===== src/rtl/xor_cipher_pkg.sv =====
`default_nettype none
// ============================================================================
// Module  : xor_cipher_pkg
// Brief   : Shared FSM state encoding and default chain length for the
//           XOR cipher configuration controller.
// Revision: 1.0
// ============================================================================
package xor_cipher_pkg;

    localparam int M_DEFAULT = 32;

    typedef enum logic [2:0] {
        ST_IDLE       = 3'd0,
        ST_COLLECT    = 3'd1,
        ST_LOAD_SHIFT = 3'd2,
        ST_VERIFY     = 3'd3,
        ST_READY      = 3'd4,
        ST_RUN        = 3'd5,
        ST_ERR        = 3'd6
    } state_t;

endpackage
`default_nettype wire


===== src/rtl/xor_cipher_ctrl.sv =====
`default_nettype none
// ============================================================================
// Module  : xor_cipher_ctrl
// Brief   : Collects a key from the host, shifts it into the cipher config
//           chain, reads it back to verify, then gates cipher streaming.
// Revision: 1.0
// ============================================================================
module xor_cipher_ctrl
    import xor_cipher_pkg::*;
#(
    parameter int M = M_DEFAULT
) (
    input  logic       clk,
    input  logic       rst_n,
    input  logic [7:0] key_byte,
    input  logic       key_wr,
    output logic       key_rdy,
    input  logic       run,
    output logic       cfg_en,
    output logic       cfg_i,
    input  logic       cfg_o,
    output logic       tx_en,
    output logic       rx_en,
    output logic       busy,
    output logic       cfg_ok,
    output logic       cfg_err
);

    localparam int              CW          = $clog2(M) + 1;
    localparam int              NBYTES      = M / 8;
    localparam logic [CW-1:0]   c_LAST_BIT  = CW'(M - 1);
    localparam logic [CW-1:0]   c_LAST_BYTE = CW'(NBYTES - 1);

    state_t          r_state;
    logic [M-1:0]    r_key;
    logic [CW-1:0]   r_cnt;
    logic            r_mis;

    logic [M-1:0]    w_key_next;
    logic [M-1:0]    w_key_rot;
    logic            w_accept;
    logic            w_last_byte;
    logic            w_shift_last;
    logic            w_bit_bad;

    assign w_key_next   = (r_key << 8) | M'(key_byte);
    assign w_key_rot    = {r_key[M-2:0], r_key[M-1]};
    assign w_accept     = key_wr & key_rdy;
    assign w_last_byte  = (r_state == ST_COLLECT) ? (r_cnt == c_LAST_BYTE) : (NBYTES == 1);
    assign w_shift_last = (r_cnt == c_LAST_BIT);
    // cfg_i is the bit presented this cycle, so the chain tail must echo it now
    assign w_bit_bad    = cfg_o ^ cfg_i;

    always_ff @(posedge clk) begin
        if (!rst_n) begin
            r_state <= ST_IDLE;
            r_key   <= '0;
            r_cnt   <= '0;
            r_mis   <= 1'b0;
            key_rdy <= 1'b0;
            cfg_en  <= 1'b0;
            cfg_i   <= 1'b0;
            tx_en   <= 1'b0;
            rx_en   <= 1'b0;
            busy    <= 1'b0;
            cfg_ok  <= 1'b0;
            cfg_err <= 1'b0;
        end else if (w_accept) begin
            r_key   <= w_key_next;
            cfg_ok  <= 1'b0;
            cfg_err <= 1'b0;
            tx_en   <= 1'b0;
            rx_en   <= 1'b0;
            if (w_last_byte) begin
                r_state <= ST_LOAD_SHIFT;
                r_cnt   <= '0;
                r_mis   <= 1'b0;
                key_rdy <= 1'b0;
                busy    <= 1'b1;
                cfg_en  <= 1'b1;
                cfg_i   <= w_key_next[M-1];
            end else begin
                // r_cnt counts stored bytes while collecting
                r_state <= ST_COLLECT;
                r_cnt   <= (r_state == ST_COLLECT) ? r_cnt + CW'(1) : CW'(1);
            end
        end else begin
            case (r_state)
                ST_IDLE: begin
                    key_rdy <= 1'b1;
                end
                ST_READY: begin
                    if (run) begin
                        r_state <= ST_RUN;
                        tx_en   <= 1'b1;
                        rx_en   <= 1'b1;
                    end
                end
                ST_RUN: begin
                    if (!run) begin
                        r_state <= ST_READY;
                        tx_en   <= 1'b0;
                        rx_en   <= 1'b0;
                    end
                end
                ST_LOAD_SHIFT: begin
                    // M rotations restore the key for the verify pass
                    r_key <= w_key_rot;
                    cfg_i <= r_key[M-2];
                    if (w_shift_last) begin
                        r_state <= ST_VERIFY;
                        r_cnt   <= '0;
                    end else begin
                        r_cnt <= r_cnt + CW'(1);
                    end
                end
                ST_VERIFY: begin
                    r_key <= w_key_rot;
                    r_mis <= r_mis | w_bit_bad;
                    if (w_shift_last) begin
                        cfg_en  <= 1'b0;
                        cfg_i   <= 1'b0;
                        busy    <= 1'b0;
                        key_rdy <= 1'b1;
                        if (r_mis | w_bit_bad) begin
                            r_state <= ST_ERR;
                            cfg_err <= 1'b1;
                        end else begin
                            r_state <= ST_READY;
                            cfg_ok  <= 1'b1;
                        end
                    end else begin
                        cfg_i <= r_key[M-2];
                        r_cnt <= r_cnt + CW'(1);
                    end
                end
                default: begin
                end
            endcase
        end
    end

endmodule
`default_nettype wire


===== config.mk =====
export PLATFORM = sky130hd
export DESIGN_NAME = xor_cipher_ctrl
export DESIGN_NICKNAME = d
export VERILOG_FILES = /design/src/rtl/xor_cipher_pkg.sv /design/src/rtl/xor_cipher_ctrl.sv
export SDC_FILE = /design/constraint.sdc
export NUM_CORES = 1
export LEC_CHECK = 0
export ABC_AREA = 0
export BUFFER_PORTS_ARGS = -buffer_cell sky130_fd_sc_hd__clkbuf_2
export CAP_MARGIN = 15
export CORE_MARGIN = 5
export CORE_UTILIZATION = 55
export CTS_BUF_LIST = sky130_fd_sc_hd__clkbuf_8
export DETAILED_ROUTE_END_ITERATION = 12
export GPL_ROUTABILITY_DRIVEN = 0
export PLACE_DENSITY = 0.72
export SLEW_MARGIN = 0
export SYNTH_ARGS = -nofsm -noshare
export SYNTH_HDL_FRONTEND = slang
export SYNTH_SLANG_ARGS = --single-unit

===== constraint.sdc =====
create_clock -name clk -period 4.8 [get_ports clk]
set_clock_uncertainty 0.05 [all_clocks]
set_input_delay 0.96 -clock clk [delete_from_list [all_inputs] [get_ports clk]]
set_output_delay 0.96 -clock clk [all_outputs]
set_load 0.03 [all_outputs]

# == Word level (Yosys, flattened, before mapping) ==
# Index checks and enable logic that the tools add are counted.
# word_totals
input_bits,13
reg_bits,48
out_inout_bits,8
wordCells,85
# op_classes
bitwise,6
mux,34
addsub,1
reduce_logical,19
eq_ne,15
# ops
operator,count
two-way mux 32 bit,2
bitwise OR 32 x 8 -> 32 bit,1
two-way mux 6 bit,5
two-way mux 1 bit,15
two-way mux 3 bit,5
"inequality test 3 bit, second input constant",5
AND reduction 3 bit,5
case mux 3 bit (4 select lines),1
case mux 6 bit (2 select lines),1
nonzero test 2 bit,4
"adder 6 x 1 -> 6 bit, second input constant",1
"== test 3 x 2 -> 1 bit, second input constant",2
"== test 3 bit, second input constant",2
"== test 6 x 2 -> 1 bit, second input constant",1
"== test 6 x 5 -> 1 bit, second input constant",1
case mux 1 bit (2 select lines),3
AND reduction 2 bit,3
nonzero test 3 bit,2
AND reduction 5 bit,1
nonzero test 5 bit,1
two-way mux 2 bit,2
"inequality test 2 bit, second input constant",2
OR reduction 2 bit,2
"== test 3 x 1 -> 1 bit, second input constant",1
other kinds (6),7

# == Logic depth before layout (Yosys ltp) ==
# logic_depth
word_depth,6
mapped_depth,6

# == Worst setup path before layout ==
# No wires, ideal clock.
# synth_timing
path_type,input port to flip-flop
from,input port key_wr
to,register r_key[0]
path_buffers,2
required_time_ps,4608
cell_stages,4
path_slack_ps,2817
arrival_ps,1791
path_cell_list,nand2_1 -> clkbuf_1 -> clkbuf_1 -> a311oi_1
# synth_between
elab_chain_len,2
word_cells_on_any_way,3
cone_classes,mux: 1; bitwise: 1; reduce/logical: 1
# synth_rtl
item,line,source
from (decl),xor_cipher_ctrl.sv:16,"input logic key_wr,"
bitwise AND 1 bit *,xor_cipher_ctrl.sv:48,assign w_accept = key_wr & key_rdy;
two-way mux 32 bit / nonzero test 2 bit (equally long branches),--,
to (signal assigned),xor_cipher_ctrl.sv:69,r_key <= w_key_next;
to (signal assigned),xor_cipher_ctrl.sv:108,r_key <= w_key_rot;
to (signal assigned),xor_cipher_ctrl.sv:118,r_key <= w_key_rot;
to (decl),xor_cipher_ctrl.sv:35,logic [M-1:0] r_key;
# Mark *: on every way between the ends. The rest lies on a longest branch, timed or not.
# A chain may end at the register's enable or synchronous reset.

# == Final worst setup path ==
# layout_timing
from,input port key_wr
to,register r_mis
# layout_between
elab_chain_len,3
word_cells_on_any_way,5
cone_classes,eq/ne: 1; mux: 1; bitwise: 1; reduce/logical: 2
# layout_rtl
item,line,source
bitwise AND 1 bit *,xor_cipher_ctrl.sv:48,
inequality test 2 x 1 -> 1 bit (no line) / nonzero test 2 bit (equally long branches),--,
AND reduction 2 bit (no line),--,
to (signal assigned),xor_cipher_ctrl.sv:119,r_mis <= r_mis | w_bit_bad;
to (decl),xor_cipher_ctrl.sv:37,logic r_mis;
# Marks and branches as above.

==> metrics.cfg <==
[final_layout]
final_cell_mix=nand2_1, dfxtp_1, nor2_1
n_antenna_cell=0
fin_nets=310
regArea_um2=961
multiInputGateArea_um2=1160
fin_area_um2=2450
final_layout_size_suffix_gt1_share_pct=13.5
layoutNonFillerInstCount=347
layout_commonest_cell=nand2_1
area_delta_synth_final_pct=9.25
fillers=376

[die]
die_area_um2=5460
fp-row-count=23
ios=21
die_w_um=73.9
core_area_um2=3970
die_y_um=73.9
initial_core_util_pct=56.6

[logic_synthesis]
syn_area_per_cell_um2=7.77
ys_ff_latch=48
synth.distinct_cells=39
syn-num-nets=303
synth-edff-count=0
synth_warnings=0
yosysSeqAreaShare_pct=42.8
yosys_most_used_dff=dfxtp_1
synthCells=289
async_flop_share_pct=0
synth_area_um2=2250

[place]
placed_area_um2=2330
placed_cells=339
pre_cts_slack_ns=2.47
dpl.hpwl_um=3040
portBuffers=20

[setup_path]
slowest_delay_ns=0.52
crit_chain=clkbuf_2 > nand2_2 > buf_4 > nand3_1 > a31oi_1 > nor2_1
path_class=input port to register
critical_path_arrival_ns=2.14
critPathMaxFanout=70
r2r-start=r_state[0]
crit_slowest_cell=buf_4
worst_setup_path_end_kind=register
ff2ff_path_depth=5
timing.rr.end=r_cnt[5]
rrSetupSlack_ns=2.97
cp.required_ns=4.92
setup.worst_path.start_class=input port

[sta]
drv_slew=0
slew_headroom_pct=32.8
rsz0062_at_grt=false
postLayoutSetupSlackWorst_ns=2.78
setup_viol=0
period_share_pct=42.2
hold_viol_final=0
max_freq_mhz=494
finalWorstPathRequiredPeriod_ns=2.02
finalSetupTns_ns=0
tightest_slew_ns=1.01

[min_path]
hold_end=busy
hold_path_depth=2
hp-class=register to register
hp-start=busy

[route]
detail_route.first_pass.iterations=4
first_iter_violations=170
postRouteAntennaNets=0
via_per_inst=5.84
drt-total-wl_um=4740
num_vias=2025
drc=0
routedWlPerCell_um=13.7

[pwr]
ir_worst_vdd_mv=0.219
design_power_total_mw=0.830
p_per_area_nw_per_um2=338
leakage_nw=0.936

[clock_network]
cts_tree=built
clock-root-buffer=clkbuf_8
numCtsBuffers=5
htree_num_levels=2
ctsLongestPathBuffers=2
postCtsHoldBufs=0
path_clk_slew_ns=0.09
postCtsSetupBuffers=0
cts_resized=0
clk_latency_ns=0.30
clock_sinks=48

[grt]
grt_pass1_wl_um=8090
antenna_found_initial=0
met3_usage_pct=4.10
grt_overflow=0
track_usage_pct=18.3
use_met1_pct=24.2
grt_pass1_vias=1802
grt_busiest_layer=met2
grt_use_met2_pct=29.9
grt_max_degree=71

[run]
max_cap_viol_count=0

[outcome]
status=complete, no violations

[cell families (layout without fill, tap and decap cells)]
group / after synthesis / after routing / share of synthesized area, %
xor+xnor: 4 / 4 / 1.56
buf+inv: 28 / 36 / 5.68
flops: 48 / 48 / 42.8
compound gates: 63 / 63 / 22.0
fa+ha+maj: 1 / 1 / 0.557
simple gates: 145 / 145 / 27.4
[stage by stage]
step	hold slack (ns)	util, %
floorplan	0.398	-
global placement	0.404	58.6
detailed placement	0.412	58.6
CTS	0.426	61.8
global route	0.456	61.8
finish	0.420	61.8
[Yosys cell counts (all sizes together), types with 2 or more instances]
library cell	count	area share, %
nand2	73	12
dfxtp	48	43
nor2	44	7.5
a311oi	32	12
clkbuf	14	2.3
buf	9	2.5
o21ai	9	2.2
a21oi	8	1.8
nand3	8	1.8
and2	6	1.7
inv	5	0.84
a31oi	4	1.8
nand4	3	0.84
a32oi	2	0.78
and2b	2	0.78
nand2b	2	0.56
nor3	2	0.45
xnor2	2	0.78
xor2	2	0.78
[metal layers]
metal | wire (um) | share of wire, %
met5 | 0 | 0
met4 | 51 | 1.1
met3 | 174 | 3.7
met2 | 2270 | 48
met1 | 2240 | 47
[how the worst max path moves through the flow]
stage / startpoint / depth (start not counted) / to
floorplan: key_wr / 4 / r_key[0]
global placement: rst_n / 3 / r_key[15]
detailed placement: key_wr / 6 / r_mis
CTS: key_wr / 6 / r_mis
global route: key_wr / 6 / r_mis
finish: key_wr / 6 / r_mis
[layout make-up]
cell class | instances | area share (%)
timing repair buffer | 23 | 5.00
tap | 50 | 2.55
clock inverter | 1 | 1.22
clock buffer | 7 | 3.93
inverter | 5 | 0.765
sequential | 48 | 39.2
multi-input combinational | 213 | 47.4
[registers in the layout, indices dropped and copies added (netlist names)]
register  count
key_rdy       1
cfg_i         1
cfg_err       1
cfg_ok        1
rx_en         1
r_key        32
busy          1
r_cnt         6
r_mis         1
r_state       3
[worst max-delay path: cells and delay by family]
kind                   cells  cell delay [ns]
buffers and inverters      2             0.61
and+or+nand+nor            3             0.31
AOI/OAI and AO/OA          1             0.24
[report_power, final]
part / switching [mW] / total [mW] / internal, mW
Sequential: 0.0196 / 0.440 / 0.420
Clock: 0.134 / 0.318 / 0.184
Combinational: 0.0430 / 0.0719 / 0.0290
Note: power is estimated with default switching activity, not from simulation.
